--- src/rtl/regfile_wport_arb.sv ---
// regfile_wport_arb: shares the register file's single write port between the
// writeback stage (port A) and the multiply/divide unit (port B). B results are
// buffered in a 2-entry FIFO; a starvation counter forces B to drain.
// Optional feature macro: REGFILE_ARB_SCOREBOARD_EN (enables pending_mask).
//
// Handshakes: a transfer on a port happens on a rising edge where valid & ready
// are both high. ready depends only on registered state and a_valid, never on
// b_valid. A null write (resolved address 0) is accepted and discarded.
module regfile_wport_arb #(
  parameter int STARVE_LIMIT = 4
) (
  input  logic        clk,
  input  logic        reset,
  input  logic        a_valid,
  output logic        a_ready,
  input  logic [1:0]  a_RegDst,
  input  logic [4:0]  a_rb,
  input  logic [4:0]  a_rc,
  input  logic [31:0] a_wdata,
  input  logic        b_valid,
  output logic        b_ready,
  input  logic [1:0]  b_RegDst,
  input  logic [4:0]  b_rb,
  input  logic [4:0]  b_rc,
  input  logic [31:0] b_wdata,
  output logic        rf_RegWrite,
  output logic [1:0]  rf_RegDst,
  output logic [4:0]  rf_rc,
  output logic [31:0] rf_wdata,
  output logic [31:0] pending_mask
);

  localparam logic [3:0] LIMIT = 4'(STARVE_LIMIT);

  // FIFO is a 2-deep shift register: entry 0 is always the head (oldest).
  logic [1:0]  cnt_q, cnt_d;
  logic [4:0]  e0_addr_q, e0_addr_d, e1_addr_q, e1_addr_d;
  logic [31:0] e0_data_q, e0_data_d, e1_data_q, e1_data_d;
  logic [3:0]  starve_q, starve_d;
  logic        rf_we_q, rf_we_d;
  logic [4:0]  rf_rc_q, rf_rc_d;
  logic [31:0] rf_wdata_q, rf_wdata_d;

  logic        fifo_empty, pop, push;
  logic [4:0]  a_addr, b_addr;

  function automatic logic [4:0] resolve(input logic [1:0] dst,
                                         input logic [4:0] rb,
                                         input logic [4:0] rc);
    case (dst)
      2'b00:   resolve = rc;
      2'b01:   resolve = rb;
      2'b10:   resolve = 5'd31;
      default: resolve = 5'd1;
    endcase
  endfunction

  // Arbitration, FIFO bookkeeping and next write-port values.
  always_comb begin
    cnt_d      = cnt_q;
    e0_addr_d  = e0_addr_q;
    e0_data_d  = e0_data_q;
    e1_addr_d  = e1_addr_q;
    e1_data_d  = e1_data_q;
    starve_d   = starve_q;
    rf_we_d    = 1'b0;
    rf_rc_d    = 5'd0;
    rf_wdata_d = 32'd0;

    a_addr     = resolve(a_RegDst, a_rb, a_rc);
    b_addr     = resolve(b_RegDst, b_rb, b_rc);
    fifo_empty = (cnt_q == 2'd0);
    pop        = !fifo_empty && ((starve_q == LIMIT) || !a_valid);
    a_ready    = !pop;
    b_ready    = (cnt_q != 2'd2);
    push       = b_valid && b_ready && (b_addr != 5'd0);

    if (pop) begin
      rf_we_d    = 1'b1;
      rf_rc_d    = e0_addr_q;
      rf_wdata_d = e0_data_q;
    end else if (a_valid && (a_addr != 5'd0)) begin
      rf_we_d    = 1'b1;
      rf_rc_d    = a_addr;
      rf_wdata_d = a_wdata;
    end

    // Count only A grants made while B is waiting.
    if (pop || fifo_empty) begin
      starve_d = 4'd0;
    end else if (starve_q != LIMIT) begin
      starve_d = starve_q + 4'd1;
    end

    case ({push, pop})
      2'b10: begin
        cnt_d = cnt_q + 2'd1;
        if (fifo_empty) begin
          e0_addr_d = b_addr;
          e0_data_d = b_wdata;
        end else begin
          e1_addr_d = b_addr;
          e1_data_d = b_wdata;
        end
      end
      2'b01: begin
        cnt_d     = cnt_q - 2'd1;
        e0_addr_d = e1_addr_q;
        e0_data_d = e1_data_q;
      end
      2'b11: begin
        // Head leaves, new entry lands behind whatever remains.
        if (cnt_q == 2'd1) begin
          e0_addr_d = b_addr;
          e0_data_d = b_wdata;
        end else begin
          e0_addr_d = e1_addr_q;
          e0_data_d = e1_data_q;
          e1_addr_d = b_addr;
          e1_data_d = b_wdata;
        end
      end
      default: ;
    endcase
  end

  // State and registered write-port outputs.
  always_ff @(posedge clk) begin
    if (reset) begin
      cnt_q      <= 2'd0;
      e0_addr_q  <= 5'd0;
      e0_data_q  <= 32'd0;
      e1_addr_q  <= 5'd0;
      e1_data_q  <= 32'd0;
      starve_q   <= 4'd0;
      rf_we_q    <= 1'b0;
      rf_rc_q    <= 5'd0;
      rf_wdata_q <= 32'd0;
    end else begin
      cnt_q      <= cnt_d;
      e0_addr_q  <= e0_addr_d;
      e0_data_q  <= e0_data_d;
      e1_addr_q  <= e1_addr_d;
      e1_data_q  <= e1_data_d;
      starve_q   <= starve_d;
      rf_we_q    <= rf_we_d;
      rf_rc_q    <= rf_rc_d;
      rf_wdata_q <= rf_wdata_d;
    end
  end

  assign rf_RegWrite = rf_we_q;
  assign rf_RegDst   = 2'b00;
  assign rf_rc       = rf_rc_q;
  assign rf_wdata    = rf_wdata_q;

`ifdef REGFILE_ARB_SCOREBOARD_EN
  // Outstanding B destinations; FIFO never holds address 0 so bit 0 stays clear.
  always_comb begin
    pending_mask = 32'd0;
    if (cnt_q != 2'd0) pending_mask[e0_addr_q] = 1'b1;
    if (cnt_q == 2'd2) pending_mask[e1_addr_q] = 1'b1;
  end
`else
  assign pending_mask = 32'd0;
`endif

endmodule

--- config.mk ---
export PLATFORM = sky130hd
export DESIGN_NAME = regfile_wport_arb
export DESIGN_NICKNAME = d
export VERILOG_FILES = /design/src/rtl/regfile_wport_arb.sv
export SDC_FILE = /design/constraint.sdc
export NUM_CORES = 1
export LEC_CHECK = 0
export ABC_AREA = 1
export ABC_CLOCK_PERIOD_IN_PS = 4050
export CAP_MARGIN = 20
export CORE_MARGIN = 1
export CORE_UTILIZATION = 50
export CTS_CLUSTER_DIAMETER = 40
export DETAILED_ROUTE_END_ITERATION = 16
export HOLD_SLACK_MARGIN = 0.08
export PLACE_DENSITY = 0.85
export SYNTH_ARGS = -nofsm -noshare
export SYNTH_HDL_FRONTEND = slang
export SYNTH_SLANG_ARGS = --single-unit
--- constraint.sdc ---
create_clock -name clk -period 4.05 [get_ports clk]
set_input_delay 0.81 -clock clk [delete_from_list [all_inputs] [get_ports clk]]
set_output_delay 0.81 -clock clk [all_outputs]
set_load 0.01 [all_outputs]
==> flow_summary_export.csv <==
group,metric,value,unit
run_status,run_status,"completed",
timing,min_period,3150,ps
floorplanning,ios,166,
cts,cts_resized,0,
placed_design,pre_cts_ws,448,ps
cts,cts-root-buf,"clkbuf_8",
timing,setup-tns-final,0,ps
yosys,seq_area_frac_synth,0.438,
drt,detail-route-antenna-nets,0,
critical_path,arrival,3590,ps
cts,cts_inserted_buffers,17,
cells_and_area,nNetsFinal,982,
cts,cts_setup_buffers,0,
yosys,synth-seq-cells,118,
drt,drt_wl_total,12500,um
power,ir_worst_vdd,0.000362,V
timing,timing.fmax,317,MHz
timing,slew_headroom,0.436,
grt,antenna_found_initial,0,
cts,path_clk_slew,60,ps
grt,grt_max_degree,51,
cts,cts_tree,"done",
drt,drt-initial-drc-count,326,
cells_and_area,num_antenna_cells,0,
grt,grt_pass1_vias,4517,
yosys,netlist_area,5390,sq um
run,maxCapViolations,0,
grt,grt_usage,0.233,
timing,setup-violations-final,0,
power,power.leakage,3.11,nW
timing,finalHoldViolations,0,
cts,clk_latency,500,ps
critical_path,crit_required,4490,ps
yosys,ys_warn_count,0,
floorplanning,dieArea,11200,sq um
placed_design,hpwl,8160,um
cts,cts_max_path_buffers,2,
critical_path,crit_fanout,37,
timing,worst_slack,898,ps
timing,tightest_slew,844,ps
yosys,synth_cells,766,
floorplanning,rows,37,
placed_design,gp_congestion,0.867,
floorplanning,initial_core_util,0.520,
critical_path,endpoint_kind,"flip-flop",
drt,vias_per_cell,4.74,
cells_and_area,final_layout_size_suffix_gt1_frac,0.0548,
grt,grt.overflow.total,0,
cts,numClockSinks,118,
floorplanning,die_w,106,um
power,p_per_area,632,nW/um^2
drt,dr.pass1.iters,5,
timing,clock_skew,8.05,ps
cts,hold_buffers,0,
cts,htreeDepth,4,
power,fin_total_pwr,4.45,mW
timing,post-route-period-util,0.778,
drt,drc_errors,0,
floorplanning,design.core.area,10400,sq um
timing,grt_setup_unrepaired,"false",
floorplanning,die_h,106,um
drt,vias,4887,
timing,slew_violations,0,
cells_and_area,area_growth,30.7,%
critical_path,crit_type,"input pin to flip-flop",
grt,grt_pass1_wl,20700,um
yosys,yosysUniqueCellTypes,26,
drt,wl_per_cell,12.1,um
placed_design,io_buffers,131,
critical_path,start_kind,"input pin",
yosys,avgSynthCellArea,7.04,sq um
min_path,hold_class,"flip-flop to flip-flop",
-- state kept, by name (all words and copies together) (netlist names) --
name and flops:
starve_q 4, rf_RegWrite 1, e0_addr_q 5, rf_wdata 32, e0_data_q 32, cnt_q 2
e1_data_q 32, e1_addr_q 5, rf_rc 5
-- critical path: stages --
cell,delay [ps]
clkdlybuf4s50_1,470
inv_1,100
nor2_1,230
nand2_1,90
nand2_1,100
nor3_1,50
nand2_1,70
nand3_1,90
inv_1,120
ha_1,210
a21oi_1,120
nor2_4,680
nand2_1,140
nand2_1,120
a21oi_1,50
nor2_1,130
-- synthesized netlist by cell type, drive strengths merged --
cell type  number  share of area
nand3           9         0.0093
dfxtp         118           0.44
nand4           2         0.0023
conb            1        0.00070
xor2            2         0.0032
a21oi          81          0.077
nor3            1        0.00093
ha              9          0.021
inv            90          0.063
o211ai          1         0.0014
nand2         208           0.15
xnor2           1         0.0016
buf            59          0.083
clkbuf         16          0.011
nor2           83          0.059
o21ai          85          0.081
-- layer usage --
layer / GRT usage / wire length, um / up-vias
li1: - / - / 2547
met2: 0.400 / 6190 / 159
met3: 0.0501 / 814 / 12
met1: 0.287 / 5360 / 2169
met4: 0.0843 / 140 / 0
met5: 0 / 0 / -
-- layout make-up --
cell class              instances  area [sq um]
well taps                     136           170
inverters                      90           338
multi-input cells             516          2310
repair buffers                138          1360
fillers                       880          3320
clock inverters                13          86.3
flip-flops and latches        118          2360
clock buffers                  19           422
-- placed cells by master, fill, tap and decap left out, types with 3 or more instances in the layout --
master and n:
inv_1 87, nand2_2 3, inv_2 3, nand2_1 204, nor2_1 82, o21ai_0 64
clkdlybuf4s50_1 131, o21ai_1 20, buf_4 7, clkinvlp_4 4, nand3_1 8, clkinv_4 3
conb_1 34, clkinv_2 6, a21oi_1 79, dfxtp_1 118, clkbuf_16 16, ha_1 9
-- kinds of logic (layout without fill, tap and decap cells) --
| group | Yosys count | after routing | synth area share |
|---|---|---|---|
| DFF | 118 | 118 | 0.438 |
| adders and majority gates | 9 | 9 | 0.0209 |
| AOI/OAI and AO/OA | 167 | 167 | 0.159 |
| and+or+nand+nor | 303 | 303 | 0.219 |
| xor gates and xnor gates | 3 | 3 | 0.00487 |
| buffers and inverters | 165 | 260 | 0.157 |
| other | 1 | 34 | 0.000696 |
-- path summary, 6_finish.rpt --
check	start	to	slack, ps	cells past startpoint
setup reg to reg	starve_q[0]$_SDFFE_PP0N_	e0_data_q[15]$_SDFFE_PP0P_	1340	13
hold reg to reg	e1_data_q[21]$_SDFFE_PP0P_	e1_data_q[21]$_SDFFE_PP0P_	440	2
hold / removal	e1_data_q[21]$_SDFFE_PP0P_	e1_data_q[21]$_SDFFE_PP0P_	440	2
setup / recovery	b_RegDst[0]	e0_data_q[15]$_SDFFE_PP0P_	900	16
-- where the power goes --
part           leakage (nW)  total (mW)  internal [mW]  switching, mW
combinational          1.90        1.50          0.574          0.930
clock                 0.243        1.27          0.744          0.525
sequential            0.973        1.68           1.52          0.161
-- through the flow --
| stage | cells | utilization | area (sq um) | hold WS, ps |
|---|---|---|---|---|
| after floorplan | 799 | - | 5520 | 424 |
| after global placement | 998 | 0.631 | 6540 | 431 |
| after detailed placement | 998 | 0.631 | 6540 | 435 |
| after CTS | 1030 | 0.680 | 7050 | 444 |
| after global routing | 1030 | 0.680 | 7050 | 459 |
| final | 1030 | 0.680 | 7050 | 442 |
(Power assumes the default switching activity.)
